File: config.mk
export PLATFORM = sky130hd
export DESIGN_NAME = vga_timing_core
export DESIGN_NICKNAME = d
export VERILOG_FILES = /design/src/rtl/vga_timing_core.sv
export SDC_FILE = /design/constraint.sdc
export NUM_CORES = 1
export LEC_CHECK = 0
export ABC_AREA = 1
export BUFFER_PORTS_ARGS = -buffer_cell sky130_fd_sc_hd__buf_2
export CORE_MARGIN = 5
export CORE_UTILIZATION = 54
export DETAILED_ROUTE_END_ITERATION = 8
export GPL_ROUTABILITY_DRIVEN = 0
export PLACE_DENSITY = 0.81
export SLEW_MARGIN = 20
export SYNTH_ARGS = -nofsm -noshare
export SYNTH_HDL_FRONTEND = slang
export SYNTH_SLANG_ARGS = --single-unit
File: constraint.sdc
create_clock -name clk -period 1.8 [get_ports clk]
set_input_delay 0.36 -clock clk [delete_from_list [all_inputs] [get_ports clk]]
set_output_delay 0.36 -clock clk [all_outputs]
set_load 0.005 [all_outputs]
File: src/rtl/vga_timing_core.sv
// VGA timing core: clock-enable dividers, 640x480@60 timing counters,
// registered sync decode and an 8-bar colour test pattern on 4-bit RGB.
module vga_timing_core #(
  parameter int unsigned PIX_DIV  = 4,
  parameter int unsigned CNT_DIV  = 20,
  parameter int unsigned UART_DIV = 54,
  parameter int unsigned H_ACTIVE = 640,
  parameter int unsigned H_FP     = 16,
  parameter int unsigned H_SYNC   = 96,
  parameter int unsigned H_BP     = 48,
  parameter int unsigned V_ACTIVE = 480,
  parameter int unsigned V_FP     = 10,
  parameter int unsigned V_SYNC   = 2,
  parameter int unsigned V_BP     = 33
) (
  input  logic       clk,
  input  logic       rst,
  output logic       pix_ce,
  output logic       counter_ce,
  output logic       uart_ce,
  output logic [9:0] h_count,
  output logic [9:0] v_count,
  output logic       vga_hs,
  output logic       vga_vs,
  output logic [3:0] vga_r,
  output logic [3:0] vga_g,
  output logic [3:0] vga_b
);

  localparam int unsigned PIX_W  = (PIX_DIV  > 1) ? $clog2(PIX_DIV)  : 1;
  localparam int unsigned CNT_W  = (CNT_DIV  > 1) ? $clog2(CNT_DIV)  : 1;
  localparam int unsigned UART_W = (UART_DIV > 1) ? $clog2(UART_DIV) : 1;

  localparam logic [9:0] H_LAST   = 10'(H_ACTIVE + H_FP + H_SYNC + H_BP - 1);
  localparam logic [9:0] V_LAST   = 10'(V_ACTIVE + V_FP + V_SYNC + V_BP - 1);
  localparam logic [9:0] HS_FIRST = 10'(H_ACTIVE + H_FP);
  localparam logic [9:0] HS_LAST  = 10'(H_ACTIVE + H_FP + H_SYNC - 1);
  localparam logic [9:0] VS_FIRST = 10'(V_ACTIVE + V_FP);
  localparam logic [9:0] VS_LAST  = 10'(V_ACTIVE + V_FP + V_SYNC - 1);
  localparam logic [9:0] H_ACT    = 10'(H_ACTIVE);
  localparam logic [9:0] V_ACT    = 10'(V_ACTIVE);
  localparam int unsigned BAR_W   = H_ACTIVE / 8;

  logic [PIX_W-1:0]  pix_cnt_q,  pix_cnt_d;
  logic [CNT_W-1:0]  cnt_cnt_q,  cnt_cnt_d;
  logic [UART_W-1:0] uart_cnt_q, uart_cnt_d;
  logic [9:0]        h_q, h_d, v_q, v_d;
  logic              hs_q, hs_d, vs_q, vs_d;
  logic [3:0]        r_q, r_d, g_q, g_d, b_q, b_d;
  logic [2:0]        bar;
  logic              active;

  assign pix_ce     = (pix_cnt_q  == PIX_W'(PIX_DIV - 1));
  assign counter_ce = (cnt_cnt_q  == CNT_W'(CNT_DIV - 1));
  assign uart_ce    = (uart_cnt_q == UART_W'(UART_DIV - 1));

  always_comb begin
    pix_cnt_d  = pix_ce     ? '0 : pix_cnt_q  + 1'b1;
    cnt_cnt_d  = counter_ce ? '0 : cnt_cnt_q  + 1'b1;
    uart_cnt_d = uart_ce    ? '0 : uart_cnt_q + 1'b1;
  end

  always_comb begin
    h_d = h_q;
    v_d = v_q;
    if (pix_ce) begin
      if (h_q == H_LAST) begin
        h_d = '0;
        v_d = (v_q == V_LAST) ? '0 : v_q + 1'b1;
      end else begin
        h_d = h_q + 1'b1;
      end
    end
  end

  // Bar index by threshold compare rather than a divide by BAR_W.
  always_comb begin
    bar = '0;
    for (int unsigned i = 1; i < 8; i++) begin
      if (h_q >= 10'(i * BAR_W)) bar = 3'(i);
    end
  end

  // Bar colour bits: red off for bars 2,3,6,7; green off for 4..7; blue off for odd bars.
  always_comb begin
    active = (h_q < H_ACT) && (v_q < V_ACT);
    hs_d   = !((h_q >= HS_FIRST) && (h_q <= HS_LAST));
    vs_d   = !((v_q >= VS_FIRST) && (v_q <= VS_LAST));
    r_d    = (active && !bar[1]) ? '1 : '0;
    g_d    = (active && !bar[2]) ? '1 : '0;
    b_d    = (active && !bar[0]) ? '1 : '0;
  end

  always_ff @(posedge clk) begin
    if (rst) begin
      pix_cnt_q  <= '0;
      cnt_cnt_q  <= '0;
      uart_cnt_q <= '0;
      h_q        <= '0;
      v_q        <= '0;
      hs_q       <= 1'b1;
      vs_q       <= 1'b1;
      r_q        <= '0;
      g_q        <= '0;
      b_q        <= '0;
    end else begin
      pix_cnt_q  <= pix_cnt_d;
      cnt_cnt_q  <= cnt_cnt_d;
      uart_cnt_q <= uart_cnt_d;
      h_q        <= h_d;
      v_q        <= v_d;
      hs_q       <= hs_d;
      vs_q       <= vs_d;
      r_q        <= r_d;
      g_q        <= g_d;
      b_q        <= b_d;
    end
  end

  assign h_count = h_q;
  assign v_count = v_q;
  assign vga_hs  = hs_q;
  assign vga_vs  = vs_q;
  assign vga_r   = r_q;
  assign vga_g   = g_q;
  assign vga_b   = b_q;

endmodule

# After elaboration in Yosys (flattened, before gate mapping)
# Cells that the tools add are included.
op_classes:
  n_addsub: 5
  n_mul: 0
  div: 0
  order_cmp: 13
  n_eq_ne: 5
  shifts: 0
  muxes: 12
  bitwise_logic: 0
  reduce_logical: 15
ops:
  columns: ["op", "count"]
  rows:
  - ["10-bit by 9-bit >= comparator with 1-bit output (second input constant)", 4]
  - ["10-bit by 1-bit adder with 10-bit output (second input constant)", 2]
  - ["10-bit == test (second input constant)", 2]
  - ["10-bit >= comparator (second input constant)", 2]
  - ["10-bit by 8-bit >= comparator with 1-bit output (second input constant)", 2]
  - ["10-bit 2-to-1 mux", 2]
  - ["3-bit 2-to-1 mux", 6]
  - ["4-bit 2-to-1 mux", 3]
  - ["10-bit by 7-bit >= comparator with 1-bit output (second input constant)", 1]
  - ["10-bit <= comparator (second input constant)", 1]
  - ["10-bit by 9-bit <= comparator with 1-bit output (second input constant)", 1]
  - ["10-bit less-than comparator (second input constant)", 1]
  - ["10-bit by 9-bit less-than comparator with 1-bit output (second input constant)", 1]
  - ["6-bit by 1-bit adder with 6-bit output (second input constant)", 1]
  - ["6-bit == test (second input constant)", 1]
  - ["1-bit logical AND", 6]
  - ["2-bit OR reduction", 3]
  - ["5-bit by 1-bit adder with 5-bit output (second input constant)", 1]
  - ["5-bit == test (second input constant)", 1]
  - ["1-bit zero test", 5]
  - ["2-bit by 1-bit adder with 2-bit output (second input constant)", 1]
  - ["2-bit == test (second input constant)", 1]
  - ["2-bit AND reduction", 1]
  - ["1-bit 2-to-1 mux", 1]
totals:
  regBits: 47
  latch_bits: 0
  ram_bits: 0
  rom_bits: 0
  n_memories: 0

# Depth between registers and ports, before layout
# Gate-level depths: netlist of the first run.
logic_depth:
  ltp_word: 11
  ltp_mapped: 10
  depth_no_buf: 10

# Worst setup path after synthesis of the first run
# OpenSTA, ideal clock, no wires.
synth_path:
  path_kind: "reg2reg"
  start: "reg pix_cnt_q[0]"
  end: "reg v_q[3], in the netlist v_count[3]"
  setup_ns: 0.112
  arrival_ns: 1.325
  required_ns: 1.688
  path_slack_ns: 0.362
  stages_incl_launch_ff: 11
  path_buffers: 0
  period_less_slack_ns: 1.438
  path_cell_list: "dfxtp_1 > ha_1 > nand2_2 > nor2_4 > inv_2 > nor2_4 > inv_2 > nand2_4 > nand2_1 > inv_1 > nor2_1"
synth_via:
  elab_chain_cells: 2
synth_rtl:
  columns: ["item", "line_no", "text"]
  rows:
  - ["start: declaration", "44", "logic [PIX_W-1:0] pix_cnt_q, pix_cnt_d;"]
  - ["start signal: assignment", "107", "pix_cnt_q <= pix_cnt_d;"]
  - ["2-bit == test", "53", "assign pix_ce = (pix_cnt_q == PIX_W'(PIX_DIV - 1));"]
  - ["named net pix_ce", "18", "output logic pix_ce,"]
  - ["2-bit AND reduction (no line)", null, null]
  - ["end signal: assignment", "111", "v_q <= v_d;"]
  - ["end: declaration", "47", "logic [9:0] h_q, h_d, v_q, v_d;"]
# The timed path passes the listed nets, and every way through them passes these cells.
# A chain may end at the register's enable or synchronous reset.

# Worst setup path after layout of the first run
layout_path:
  start: "reg h_q[1], in the netlist h_count[1]"
  end: "reg v_q[5], in the netlist v_count[5]"
layout_via:
  elab_chain_cells: 2
layout_rtl:
  columns: ["item", "line_no", "text"]
  rows:
  - ["start: declaration", "47", null]
  - ["start signal: assignment", "99", "h_q <= '0;"]
  - ["start signal: assignment", "110", "h_q <= h_d;"]
  - ["10-bit == test", "67", "if (h_q == H_LAST) begin"]
  - ["2-bit AND reduction (no line)", null, null]
# Every way passes these cells.

==> results of run 1 <==
[worst max-delay path, cell delays in order (launching register included)]
cell,delay (ns)
dfxtp_1,0.39
ha_1,0.21
nand2_2,0.09
nor2_4,0.11
inv_2,0.06
nor2_4,0.19
inv_2,0.11
nand2_4,0.11
nand2_1,0.09
o21ai_0,0.09
nor2_1,0.05
[routing by layer]
metal	part of all wire [%]	up-vias
met5	0	-
met4	0.60	0
met3	8.3	4
met2	47	71
met1	44	840
li1	-	953
[cell usage in the layout (no fill, tap or decap), drive strengths merged, types with 7 or more instances in the layout]
master / netlist / final
a21oi: 13 / 13
dfxtp: 38 / 38
nor2: 44 / 44
buf: 10 / 41
ha: 8 / 8
o21ai: 11 / 11
inv: 41 / 41
nor3: 9 / 9
nand2: 62 / 62
nand3: 16 / 16
clkbuf: 1 / 7
[power breakdown]
part	internal [mW]	switching, mW	leakage, nW
clock	0.414	0.281	0.0524
combinational	0.0368	0.0490	0.713
sequential	0.863	0.0139	0.309
[worst max-delay path by stage]
stage | cells past startpoint | slack (ns) | start | to
2_1_floorplan | 10 | 0.36 | pix_cnt_q[0] | v_count[3]
3_3_place_gp | 10 | 0.29 | h_count[1] | v_count[3]
3_5_place_dp | 10 | 0.22 | h_count[1] | v_count[5]
4_1_cts | 10 | 0.21 | h_count[1] | v_count[5]
5_1_grt | 10 | 0.01 | h_count[1] | v_count[5]
6_report | 10 | 0.20 | h_count[1] | v_count[5]
[metrics by stage]
stage | instance area [µm²] | cells | hold slack (ns) | utilization, % | worst slack, ns
after floorplan | 1980 | 280 | 0.397 | - | 0.362
after CTS | 2270 | 366 | 0.427 | 63.0 | 0.209
after global routing | 2270 | 366 | 0.452 | 63.0 | 0.0108
after detailed placement | 2170 | 358 | 0.416 | 60.1 | 0.216
after global placement | 2170 | 358 | 0.409 | 60.1 | 0.295
final | 2270 | 366 | 0.422 | 63.0 | 0.205
[cell families after synthesis]
family          Yosys count
simple gates            145
buf+inv                  52
flops                    38
compound gates           30
fa+ha+maj                 8
xor+xnor                  7
[state kept, by name, summed over array words and instances (netlist names)]
name / flops
v_count: 10
h_count: 10
pix_cnt_q: 2
vga_b: 1
vga_r: 1
vga_g: 1
uart_cnt_q: 6
vga_vs: 1
vga_hs: 1
cnt_cnt_q: 5
[area by class of cell]
type,instances,area [µm²]
flip-flops and latches,38,761
fillers,323,1330
well taps,48,60.1
multi-input cells,190,978
repair buffers,41,213
clock inverters,1,30.0
clock buffers,7,76.3
inverters,41,154
==> results_dict.tcl, run 1 <==
set metrics [dict create \
    outcome "completed" \
    fin_total_pwr_mw 1.66 \
    finalHoldViolCount 0 \
    start_kind "register" \
    grt_pass1_vias 1691 \
    worstHoldEndpoint "pix_cnt_q[0]" \
    busiest_layer "met2" \
    io_pins 39 \
    power.density_nw_per_um2 730 \
    drtPass1Iterations 4 \
    netlist_instances 280 \
    fin_worst_skew_ns 0.00588 \
    antennaDiodeCount 0 \
    grt_pass1_wl_mm 7.07 \
    finalNetCount 327 \
    cts.sinks 38 \
    vias_per_cell 5.10 \
    clock-root-buffer "clkbuf_8" \
    r2r_start "h_count[1]" \
    synth.area.mux_share_pct 0 \
    grt_max_degree 15 \
    yosysSeqAreaShare_pct 38.5 \
    numPortBuffers 38 \
    yosysUniqueCellTypes 31 \
    yosys-top-cells-area "dfxtp_1, nand2_1, nor2_1, inv_1, ha_1" \
    place_hpwl_mm 3.13 \
    area_growth_pct 15.0 \
    die_h_um 70.5 \
    grt_use_met3_pct 4.60 \
    peakVddDrop_mv 0.512 \
    post_cts_buffers 0 \
    max_freq_mhz 627 \
    vias 1868 \
    synth_area_um2 1980 \
    ant_nets 0 \
    use_met2_pct 28.6 \
    endpoint_kind "register" \
    drc 0 \
    ys_top_cells_by_count "nand2_1, nor2_1, inv_1" \
    holdBufCountCts 0 \
    min_from "pix_cnt_q[0]" \
    rows 22 \
    wl_per_cell_um 11.3 \
    setup_viol 0 \
    cts_resized 0 \
    cts_buffers 5 \
    ys.flop_type "dfxtp_1" \
    fin_tns_setup_ns 0 \
    crit_required_ns 1.99 \
    cts_tree "done" \
    synthSimpleGateAreaFrac_pct 33.2 \
    finalWirelength_mm 4.14 \
    layout-drive-gt1-share_pct 18.9 \
    period_needed_ns 1.60 \
    rsz0062_at_grt "no" \
    antenna_found_initial 0 \
    clockBufferDepth 2 \
    async_flop_share_pct 0 \
    syn-num-nets 290 \
    drv_cap 0 \
    path_max_fanout 8 \
    die_w_um 70.5 \
    use_met1_pct 21.2 \
    h-tree-depth 2 \
    synth.most_common_cell "nand2_1" \
    synth_edf_count 0 \
    r2r_end "v_count[5]" \
    synth_area_leader_cell "dfxtp_1" \
    grt.total_usage_pct 17.2 \
    core_area_um2 3610 \
    dieArea_um2 4970 \
    synth-adder-area-share_pct 5.07 \
    maxSlewHeadroom_pct 70.4 \
    reg2reg_slack_ns 0.20 \
    synthXorXnorAreaFrac_pct 3.10 \
    synth_compound_area_share_pct 8.17 \
    drtIter0Drc 165 \
    yosys_warnings 0 \
    leakagePower_nw 1.08 \
    synth-seq-cells 38 \
    rr_worst_depth 10 \
    overflow 0 \
    syn_area_per_cell_um2 7.06 \
    fin_crit_sh_pct 88.6 \
    clk_pin_slew_ns 0.07 \
    tightestPinTransition_ns 0.441 \
    hold_class "register to register" \
    start_util_pct 54.8 \
    critPathKind "register to register" \
    synth_top_family_by_area "simple AND/OR/NAND/NOR gates" \
    cp.arrival_ns 1.78 \
    synth_top_area_share_pct 38.5 \
    slew_violations 0 \
    clock_latency_ns 0.29 \
    hold_depth 1 \
]
(Power assumes the default switching activity.)
==> run 2, diff against run 1 <==
--- a/config.mk
+++ b/config.mk
@@ -11,8 +11,8 @@
 export CORE_UTILIZATION = 54
 export DETAILED_ROUTE_END_ITERATION = 8
 export GPL_ROUTABILITY_DRIVEN = 0
-export PLACE_DENSITY = 0.81
-export SLEW_MARGIN = 20
+export PLACE_DENSITY = 0.84
+export SLEW_MARGIN = 0
 export SYNTH_ARGS = -nofsm -noshare
 export SYNTH_HDL_FRONTEND = slang
 export SYNTH_SLANG_ARGS = --single-unit
==> results_dict.tcl, run 2 (synthesized netlist as in run 1, its figures left out) <==
set metrics [dict create \
    outcome "completed" \
    finalWirelength_mm 4.21 \
    cts.sinks 38 \
    met3_length_um 430 \
    crit_start "cnt_cnt_q[0]" \
    overflow 0 \
    antenna_found_initial 0 \
    fin_tns_setup_ns 0 \
    leakagePower_nw 1.08 \
    antennaDiodeCount 0 \
    critPathTopFamily "flip-flops" \
    hold_class "register to register" \
    start_kind "register" \
    drc 0 \
    fin_crit_sh_pct 87.0 \
    m1WireLength_mm 1.72 \
    drv_cap 0 \
    rows 22 \
    slew_violations 0 \
    r2r_end "v_count[5]" \
    timing.hold.ws_ns 0.421 \
    endpoint "counter_ce" \
    endpoint_kind "primary output" \
    dieArea_um2 4970 \
    finalNetCount 328 \
    max_freq_mhz 638 \
    worst-path-buf-inv 1 \
    path_max_fanout 3 \
    vias_per_cell 5.12 \
    maxSlewHeadroom_pct 71.9 \
    wl_met2_mm 2.00 \
    grt_max_degree 15 \
    numPortBuffers 38 \
    h-tree-depth 2 \
    crit_cells 4 \
    cpPeakStageDelay_ns 0.35 \
    clock_latency_ns 0.29 \
    wl_per_cell_um 11.5 \
    core_area_um2 3610 \
    die_h_um 70.5 \
    fin_worst_skew_ns 0.00644 \
    peakVddDrop_mv 0.460 \
    start_util_pct 54.8 \
    finalHoldViolCount 0 \
    grt.total_usage_pct 16.7 \
    path_cells "ha_1 -> nand2_1 -> nor3_1 -> buf_2" \
    period_needed_ns 1.57 \
    tightestPinTransition_ns 0.419 \
    grt_pass1_wl_mm 6.81 \
    cts_tree "done" \
    power.density_nw_per_um2 691 \
    final_common_cell "nand2_1" \
    grt_pass1_vias 1609 \
    drtPass1Iterations 4 \
    crit_required_ns 1.44 \
    io_pins 39 \
    layout-drive-gt1-share_pct 19.4 \
    final_cell_mix "nand2_1, nor2_1, inv_1, dfxtp_1, buf_2" \
    area_growth_pct 14.6 \
    drtIter0Drc 200 \
    ant_nets 0 \
    clk_pin_slew_ns 0.07 \
    cts_buffers 5 \
    slowest_stage "dfxtp_1" \
    vias 1879 \
    clockBufferDepth 2 \
    critPathKind "register to primary output" \
    routed.top_layer "met4" \
    rr_worst_depth 9 \
    setup_viol 0 \
    reg2reg_slack_ns 0.24 \
    rsz0062_at_grt "no" \
    place_hpwl_mm 3.16 \
    die_w_um 70.5 \
    clock-root-buffer "clkbuf_8" \
    cp.arrival_ns 1.21 \
    r2r_start "h_count[1]" \
]
-- run 2: cell types whose count changed in the layout (fill, tap and decap cells not counted) --
cell / change
clkinv_2: +1
buf_4: +1
clkbuf_8: +1
bufinv_16: -1
clkbuf_1: -1
-- run 2: worst min path at each step --
| stage | from | endpoint | slack [ns] | cells after the start |
|---|---|---|---|---|
| finish | pix_cnt_q[0] | pix_cnt_q[0] | 0.42 | 1 |
| global route | pix_cnt_q[0] | pix_cnt_q[0] | 0.43 | 1 |
| CTS | pix_cnt_q[0] | pix_cnt_q[0] | 0.42 | 1 |
| detailed placement | pix_cnt_q[0] | pix_cnt_q[0] | 0.41 | 1 |
| global placement | pix_cnt_q[0] | pix_cnt_q[0] | 0.40 | 1 |
| floorplan | pix_cnt_q[0] | pix_cnt_q[0] | 0.40 | 1 |
-- run 2: routing by layer --
layer	global-route usage (%)	vias up
met5	0	-
met4	5.96	0
met3	4.75	9
met2	28.0	89
met1	20.1	828
li1	-	953
-- run 2: where the power goes --
group	switching (mW)	internal, mW
Combinational	0.0508	0.0372
Sequential	0.0144	0.863
Clock	0.291	0.309
Total	0.356	1.21
-- run 2: area by class of cell --
class | instances | area (µm²)
sequential | 38 | 761
multi-input combinational | 190 | 978
fill | 321 | 1340
clock inverter | 1 | 5.00
clock buffer | 7 | 86.3
tap | 48 | 60.1
inverter | 41 | 154
timing repair buffer | 42 | 220
-- run 2: repair_timing --
item                       CTS  global route
hold endpoints to repair     0             0
setup buffers                0             2
setup endpoints to repair    0             4
resized for setup            0             0
hold buffers                 0             0
-- run 2: metrics by stage --
stage,instances,utilization [%],area [µm²],total power [mW],setup slack [ns]
floorplan,280,-,1980,0.962,0.362
global placement,357,59.9,2160,0.980,0.174
detailed placement,357,59.9,2160,0.985,0.0927
CTS,365,62.4,2250,1.57,0.0790
global route,367,62.8,2260,1.62,0.0822
finish,367,62.8,2260,1.57,0.234
